<file path="config.mk">
export PLATFORM = sky130hd
export DESIGN_NAME = osd_text_writer
export DESIGN_NICKNAME = d
export VERILOG_FILES = /design/src/rtl/osd_pkg.sv /design/src/rtl/osd_show_timer.sv /design/src/rtl/osd_text_writer.sv
export SDC_FILE = /design/constraint.sdc
export NUM_CORES = 1
export LEC_CHECK = 0
export CELL_PAD_IN_SITES_DETAIL_PLACEMENT = 1
export CELL_PAD_IN_SITES_GLOBAL_PLACEMENT = 1
export CORE_MARGIN = 2
export CORE_UTILIZATION = 38
export CTS_CLUSTER_DIAMETER = 50
export CTS_CLUSTER_SIZE = 10
export DETAILED_ROUTE_END_ITERATION = 10
export PLACE_DENSITY_LB_ADDON = 0.1
export SLEW_MARGIN = 20
export SYNTH_ARGS = -nofsm -noshare
export SYNTH_HDL_FRONTEND = slang
export SYNTH_HIERARCHICAL = 1
export SYNTH_SLANG_ARGS = --single-unit
</file>
<file path="constraint.sdc">
create_clock -name clk -period 2.1 [get_ports clk]
set_input_delay 0.42 -clock clk [delete_from_list [all_inputs] [get_ports clk]]
set_output_delay 0.42 -clock clk [all_outputs]
set_load 0.02 [all_outputs]
</file>
<file path="src/rtl/osd_pkg.sv">
// Shared definitions for the OSD text writer and the overlay that reads its character RAM.
package osd_pkg;

    typedef enum logic [2:0] {
        CLEAR_INIT,
        IDLE,
        CLEAR,
        SCROLL_RD,
        SCROLL_WR,
        SCROLL_CLR
    } osd_state_t;

    localparam logic [7:0] CC_LF = 8'h0A;
    localparam logic [7:0] CC_CR = 8'h0D;
    localparam logic [7:0] CC_BS = 8'h08;
    localparam logic [7:0] CC_FF = 8'h0C;

    localparam int DEF_SCREEN_COLS = 40;
    localparam int DEF_SCREEN_ROWS = 30;
    localparam int DEF_ADDR_W      = 11;

    localparam logic [7:0] DEF_BLANK_CHAR = 8'h20;

endpackage

</file>
<file path="src/rtl/osd_show_timer.sv">
// Frame-counted show timer: show_req (re)loads the count, each vblank rising edge decrements it.
module osd_show_timer #(
    parameter int SHOW_FRAMES = 180
) (
    input  logic clk,
    input  logic reset_n,
    input  logic vblank,
    input  logic show_req,
    output logic osd_active
);

    localparam int CNT_W = (SHOW_FRAMES > 0) ? $clog2(SHOW_FRAMES + 1) : 1;

    logic             vblank_q;
    logic             vblank_rise;
    logic [CNT_W-1:0] frame_cnt;

    assign vblank_rise = vblank & ~vblank_q;

    // A load takes priority over a coincident vblank edge so a retrigger never loses a frame.
    always_ff @(posedge clk or negedge reset_n) begin
        if (!reset_n) begin
            vblank_q   <= 1'b0;
            frame_cnt  <= '0;
            osd_active <= 1'b0;
        end else begin
            vblank_q <= vblank;
            if (show_req) begin
                frame_cnt <= CNT_W'(SHOW_FRAMES);
            end else if (vblank_rise && (frame_cnt != '0)) begin
                frame_cnt <= frame_cnt - CNT_W'(1);
            end
            osd_active <= (frame_cnt != '0);
        end
    end

endmodule

</file>
<file path="src/rtl/osd_text_writer.sv">
// Byte-stream text writer for the OSD character RAM: cursor handling, screen clear and one-row scroll.
module osd_text_writer
    import osd_pkg::*;
#(
    parameter int         SCREEN_COLS = DEF_SCREEN_COLS,
    parameter int         SCREEN_ROWS = DEF_SCREEN_ROWS,
    parameter int         ADDR_W      = DEF_ADDR_W,
    parameter logic [7:0] BLANK_CHAR  = DEF_BLANK_CHAR,
    parameter int         SHOW_FRAMES = 180
) (
    input  logic              clk,
    input  logic              reset_n,
    input  logic              in_valid,
    input  logic [7:0]        in_data,
    output logic              in_ready,
    output logic [ADDR_W-1:0] ram_addr_a,
    output logic              ram_we_a,
    output logic [7:0]        ram_wdata_a,
    input  logic [7:0]        ram_rdata_a,
    input  logic              vblank,
    input  logic              show_req,
    output logic              osd_active,
    output logic [5:0]        cursor_col,
    output logic [4:0]        cursor_row,
    output logic              busy
);

    localparam logic [ADDR_W-1:0] ROW_STRIDE = ADDR_W'(SCREEN_COLS);
    localparam logic [ADDR_W-1:0] LAST_CELL  = ADDR_W'(SCREEN_COLS * SCREEN_ROWS - 1);
    localparam logic [ADDR_W-1:0] LAST_MOVE  = ADDR_W'(SCREEN_COLS * (SCREEN_ROWS - 1) - 1);
    localparam logic [ADDR_W-1:0] LAST_ROW_0 = ADDR_W'(SCREEN_COLS * (SCREEN_ROWS - 1));
    localparam logic [5:0]        LAST_COL   = 6'(SCREEN_COLS - 1);
    localparam logic [4:0]        LAST_ROW   = 5'(SCREEN_ROWS - 1);

    osd_state_t        state, state_next;
    logic [ADDR_W-1:0] idx, idx_next;
    logic [ADDR_W-1:0] addr_next;
    logic [ADDR_W-1:0] cursor_addr;
    logic [5:0]        col_next;
    logic [4:0]        row_next;
    logic              we_next;
    logic [7:0]        wdata_q, wdata_next;
    logic              copy_sel, copy_sel_next;
    logic              advance_row;
    logic              accept;

    assign in_ready    = (state == IDLE);
    assign busy        = (state != IDLE);
    assign accept      = in_valid & in_ready;
    assign cursor_addr = ADDR_W'(cursor_row) * ROW_STRIDE + ADDR_W'(cursor_col);

    // During a scroll write the data comes straight from the read issued the cycle before.
    assign ram_wdata_a = copy_sel ? ram_rdata_a : wdata_q;

    always_comb begin
        state_next    = state;
        idx_next      = idx;
        col_next      = cursor_col;
        row_next      = cursor_row;
        addr_next     = ram_addr_a;
        we_next       = 1'b0;
        wdata_next    = wdata_q;
        copy_sel_next = 1'b0;
        advance_row   = 1'b0;

        case (state)
            IDLE: begin
                if (accept) begin
                    case (in_data)
                        CC_LF: begin
                            col_next    = '0;
                            advance_row = 1'b1;
                        end
                        CC_CR: col_next = '0;
                        CC_BS: begin
                            if (cursor_col != '0) col_next = cursor_col - 6'd1;
                        end
                        CC_FF: begin
                            state_next = CLEAR;
                            idx_next   = '0;
                            col_next   = '0;
                            row_next   = '0;
                        end
                        default: begin
                            addr_next  = cursor_addr;
                            we_next    = 1'b1;
                            wdata_next = in_data;
                            if (cursor_col == LAST_COL) begin
                                col_next    = '0;
                                advance_row = 1'b1;
                            end else begin
                                col_next = cursor_col + 6'd1;
                            end
                        end
                    endcase
                end
            end
            CLEAR_INIT, CLEAR, SCROLL_CLR: begin
                addr_next  = idx;
                we_next    = 1'b1;
                wdata_next = BLANK_CHAR;
                if (idx == LAST_CELL) begin
                    state_next = IDLE;
                    idx_next   = '0;
                end else begin
                    idx_next = idx + ADDR_W'(1);
                end
            end
            SCROLL_RD: begin
                addr_next  = idx + ROW_STRIDE;
                state_next = SCROLL_WR;
            end
            SCROLL_WR: begin
                addr_next     = idx;
                we_next       = 1'b1;
                copy_sel_next = 1'b1;
                if (idx == LAST_MOVE) begin
                    state_next = SCROLL_CLR;
                    idx_next   = LAST_ROW_0;
                end else begin
                    state_next = SCROLL_RD;
                    idx_next   = idx + ADDR_W'(1);
                end
            end
            default: state_next = IDLE;
        endcase

        // The printable write is registered on this same edge, so it lands before the first scroll read.
        if (advance_row) begin
            if (cursor_row == LAST_ROW) begin
                state_next = SCROLL_RD;
                idx_next   = '0;
            end else begin
                row_next = cursor_row + 5'd1;
            end
        end
    end

    always_ff @(posedge clk or negedge reset_n) begin
        if (!reset_n) begin
            state      <= CLEAR_INIT;
            idx        <= '0;
            cursor_col <= '0;
            cursor_row <= '0;
            ram_addr_a <= '0;
            ram_we_a   <= 1'b0;
            wdata_q    <= '0;
            copy_sel   <= 1'b0;
        end else begin
            state      <= state_next;
            idx        <= idx_next;
            cursor_col <= col_next;
            cursor_row <= row_next;
            ram_addr_a <= addr_next;
            ram_we_a   <= we_next;
            wdata_q    <= wdata_next;
            copy_sel   <= copy_sel_next;
        end
    end

    osd_show_timer #(
        .SHOW_FRAMES(SHOW_FRAMES)
    ) u_show_timer (
        .clk       (clk),
        .reset_n   (reset_n),
        .vblank    (vblank),
        .show_req  (show_req),
        .osd_active(osd_active)
    );

endmodule
</file>
Word level (Yosys, flattened, before mapping)
Index checks and enable logic that the tools add are counted.

Bits in registers: 56. Bits of input ports: 21. Output and inout port bits: 34. Word-level logic and storage cells: 93.

$add $sub $neg: 7. $mul: 1. Equal/unequal tests: 17. Multiplexer cells: 39. Bitwise gates (word level): 3. Reduce and logical (&&, ||, !) cells: 15.

Operators by type and width (count): $mux W11 (8); $pmux W11 S3 (2); $mux W8 (5); $eq A8 B4 Y1 const B (4); $mux W5 (5); $eq A11 B11 Y1 const B (2); $mux W3 (6); $pmux W8 S2 (1); $mux W6 (2); $pmux W3 S4 (1); $pmux W6 S2 (1); $add A11 B1 Y11 const B (1); $add A11 B6 Y11 (1); $add A11 B6 Y11 const B (1); $reduce_and A3 Y1 (3); $reduce_or A3 Y1 (3); $mul A5 B3 Y8 const B (1); $reduce_bool A8 Y1 (1); $reduce_or A4 Y1 (2); $sub A8 B1 Y8 const B (1); $add A6 B1 Y6 const B (1); $eq A3 B2 Y1 const B (2); $eq A3 B3 Y1 const B (2); $eq A6 B6 Y1 const B (1); 16 further kinds (25).

Depth between registers and ports, before layout
Gate-level depths: netlist of the first run.

Depth after elaboration: 6. Gate-level depth with buffers: 10. Depth with buffers taken out: 10.

Cells and area by module
The synthesis of the first run kept the hierarchy.

By module, submodules not included: osd_text_writer (times used 1, cells each 403, area an instance 3410.8 um^2, sequential area each 1151.1 um^2); osd_show_timer (times used 1, cells each 49, area an instance 509.2 um^2, sequential area each 250.2 um^2).

Worst setup path after synthesis of the first run
No wires, ideal clock.

Path type: register to register. Start: register cursor_row[1]. End: register ram_addr_a[9]. Library setup time: 0.127 ns. Arrival: 2.194 ns. Required time: 1.973 ns. Setup slack: -0.220 ns. Cell stages (with the launch flop): 11. Path buffers: 0. Clock period less this slack: 2.320 ns. Cell sequence: dfrtp_1 > ha_1 > ha_1 > inv_1 > fa_1 > nand2b_1 > nor2_1 > o21ai_0 > xnor2_1 > a21oi_1 > o21ai_0.

Word-level cells in the longest chain between the ends: 5.

Ends and longest elaborated chain: start, declared (line osd_text_writer.sv:24) `output logic [4:0] cursor_row,`; start signal, assigned (line osd_text_writer.sv:153) `cursor_row <= row_next;`; $mul A5 B3 Y8 (line osd_text_writer.sv:50) `assign cursor_addr = ADDR_W'(cursor_row) * ROW_STRIDE + ADDR_W'(cursor_col);`; $add A11 B6 Y11 (line osd_text_writer.sv:50); $mux W11 (line osd_text_writer.sv:69) `case (in_data)`; $mux W11 (line osd_text_writer.sv:68) `if (accept) begin`; $pmux W11 S3 (line osd_text_writer.sv:66) `case (state)`; end signal, assigned (line osd_text_writer.sv:154) `ram_addr_a <= addr_next;`; end, declared (line osd_text_writer.sv:16) `output logic [ADDR_W-1:0] ram_addr_a,`.

Every way passes these cells. The select of a mux whose other input is x is not followed. A chain may end at the register's enable or synchronous reset.

Final worst setup path of the first run
Start: register cursor_row[1]. End: register ram_addr_a[10].

The elaborated chain is that of the path after synthesis.

==> flow_summary.ini, run 1 <==
[run_status]
outcome = finished with violations
violations = negative setup slack

[yosys]
synth_top_area_frac = 0.357
synth.area.top_cells = dfrtp_1, o21ai_0, ha_1
synth_most_common_cell = dfrtp_1
syn_area_per_cell_um2 = 8.67
ys_top_cells_by_count = dfrtp_1, o21ai_0, nand2_1
ys_ff_latch = 56
ys_seq_area_frac = 0.357
synth_top_flop_cell = dfrtp_1
synthesis.area_um2 = 3920
async_flop_share = 1.00
synth_nets = 493
yosysWarnings = 6
syn_inst = 452
yosysUniqueCellTypes = 63
synth_edf_count = 0
yosys.area.top_type = dfrtp_1

[critical_path]
crit_path_end = ram_addr_a[10]
reg2reg_to = ram_addr_a[10]
cp_max_fo = 2
worstPathRequired_ns = 2.31
critPathCaptureType = flop
reg2reg_slack_ns = -0.06
path_class = flop to flop
worst_r2r_path_depth = 10
critPathArrivalTime_ns = 2.37
cp-start-kind = flop
cp-startpoint = cursor_row[1]
worstReg2RegStart = cursor_row[1]

[routing]
first_iter_violations = 182
dr_total_vias = 3930
vias_per_cell = 5.61
postRouteAntennaNets = 0
routedWlPerCell_um = 17.9
totalWireLength_mm = 12.5
route.detailed.drc = 0
firstDrtPassIters = 4

[floorplanning]
dieArea_um2 = 11100
die_w_um = 106
io_pins = 55
die_h_um = 106
rows = 37
start_util = 0.385
coreArea_um2 = 10200

[power_and_ir_drop]
peakVddDrop_mv = 0.280
power_density_nw_per_um2 = 382
power_mw = 2.03
leakagePower_nw = 2.27

[cts]
numCtsBuffers = 5
clockBufferDepth = 2
ctsHoldBuffers = 0
clock_latency_ns = 0.32
htree_levels = 2
cts.sinks = 56
ctsRootBufferMaster = clkbuf_8
path_clk_slew_ns = 0.11
tritoncts = done

[finish]
diodes = 0
drive_gt1_frac = 0.253
nFillCells = 1225
finalNetCount = 605
area_growth_pct = 35.8
final_area_um2 = 5330

[global_routing]
grt_max_degree = 28
grt-ovfl-total = 0
grt_pass1_vias = 4075
antenna_found_initial = 0
grt_first_pass_wirelength_mm = 20.3
gr-usage-all-layers = 0.226

[job]
cap_violations = 0

[timing]
worst_pin_slew_ns = 0.617
setup_slack_ns = -0.0567
timing.fmax_ghz = 0.464
hold_viol = 0
fin_crit_sh = 1.03
finalClockSkew_ns = 0.00334
maxSlewHeadroom = 0.588
finalSetupViolCount = 3
rsz0062_at_grt = true
fin_hold_ws_ns = 0.0442
drv_slew = 0
min_period_ns = 2.16

[placement]
dp_hpwl_mm = 9.38
placed_area_um2 = 5050
place.gp.congestion = 0.832
io_buffer_count = 54

[min_path]
hold_class = input pin to asynchronous set/reset pin
## where the power goes
part | total [mW] | switching (mW) | internal, mW | leakage, nW
logic | 0.156 | 0.0771 | 0.0791 | 1.56
clock network | 0.783 | 0.392 | 0.391 | 0.0614
registers | 1.09 | 0.00869 | 1.08 | 0.648
total | 2.03 | 0.478 | 1.55 | 2.27
## area by class of cell
class	instances	area [um2]	share of cell area
inverter	18	67.6	0.0127
clock buffer	6	82.6	0.0155
clock inverter	2	38.8	0.00728
tap	136	170	0.0320
sequential	56	1410	0.265
timing repair buffer	127	1100	0.206
multi-input combinational	356	2460	0.461
## how the worst min path moves through the flow
stage | cells after the start | startpoint | slack, ns | end
after floorplan | 0 | reset_n | 0.12 | copy_sel
after CTS | 1 | reset_n | 0.05 | idx[3]
after global routing | 1 | reset_n | 0.07 | idx[3]
after detailed placement | 1 | reset_n | 0.41 | idx[9]
final | 1 | reset_n | 0.04 | idx[9]
after global placement | 1 | reset_n | 0.41 | idx[8]
## kinds of logic (layout without fill, tap and decap cells)
logic type | Yosys count | in the layout | synth area share
mux | 16 | 16 | 0.0437
compound gates | 147 | 147 | 0.233
simple gates | 162 | 162 | 0.227
flops | 56 | 56 | 0.357
xor+xnor | 11 | 11 | 0.0246
fa+ha+maj | 20 | 20 | 0.0677
buf+inv | 40 | 153 | 0.0472
## cell usage in the layout, fill, tap and decap left out, types with 6 or more instances in the layout
cell type,instances
a21o_1,6
clkbuf_8,6
nand2b_1,9
nand3_1,13
o21ai_0,46
dlygate4sd2_1,6
a22oi_1,16
nand2_1,46
dfrtp_2,8
nor3_1,7
inv_1,17
clkdlybuf4s50_1,43
xnor2_1,8
buf_4,72
mux2_2,9
nor2b_1,7
a21oi_1,33
ha_1,14
dfrtp_1,48
nor2_1,33
mux2i_1,6
## layer usage
layer | part of all wire | vias to the layer above | track usage
li1 | - | 1864 | -
met1 | 0.43 | 1962 | 0.282
met2 | 0.51 | 83 | 0.403
met3 | 0.037 | 21 | 0.0346
met4 | 0.020 | 0 | 0.0611
met5 | 0 | - | 0
## metrics by stage
stage | TNS, ns | util | cells | setup slack, ns
final | -0.142 | 0.523 | 701 | -0.0567
after global routing | -0.424 | 0.523 | 701 | -0.126
after CTS | -0.0786 | 0.513 | 696 | -0.0675
after detailed placement | -3.79 | 0.496 | 685 | -0.201
after global placement | -2.49 | 0.496 | 685 | -0.205
after floorplan | -0.0625 | - | 452 | -0.0524
## worst max-delay path, stage by stage, from the launching register on
cell      delay (ns)
dfrtp_2         0.44
ha_4            0.28
ha_4            0.13
inv_2           0.03
fa_2            0.55
nand2b_4        0.15
nor2_4          0.04
nand2_1         0.08
nor2_2          0.04
a211oi_2        0.21
o21ai_1         0.08
## flip-flops by register name, indices dropped and copies added, names as in the netlist
register	cells
u_show_timer/vblank_q	1
u_show_timer/frame_cnt	8
wdata_q	8
u_show_timer/osd_active	1
copy_sel	1
state	3
ram_we_a	1
cursor_col	6
ram_addr_a	11
cursor_row	5
idx	11
## repair_timing
item                                    CTS  global route
resized for setup                        18            17
buffers inserted                          3             5
pin swaps                                 9             7
endpoints found under the setup margin   14            12
Note: power is estimated with default switching activity, not from simulation.
==> run 2, diff against run 1 <==
--- a/config.mk
+++ b/config.mk
@@ -13,7 +13,7 @@
 export CTS_CLUSTER_SIZE = 10
 export DETAILED_ROUTE_END_ITERATION = 10
 export PLACE_DENSITY_LB_ADDON = 0.1
-export SLEW_MARGIN = 20
+export SLEW_MARGIN = 10
 export SYNTH_ARGS = -nofsm -noshare
 export SYNTH_HDL_FRONTEND = slang
 export SYNTH_HIERARCHICAL = 1
==> results of run 2 <==
Same layout as run 1: the final DEF is identical, and so are final timing and power.
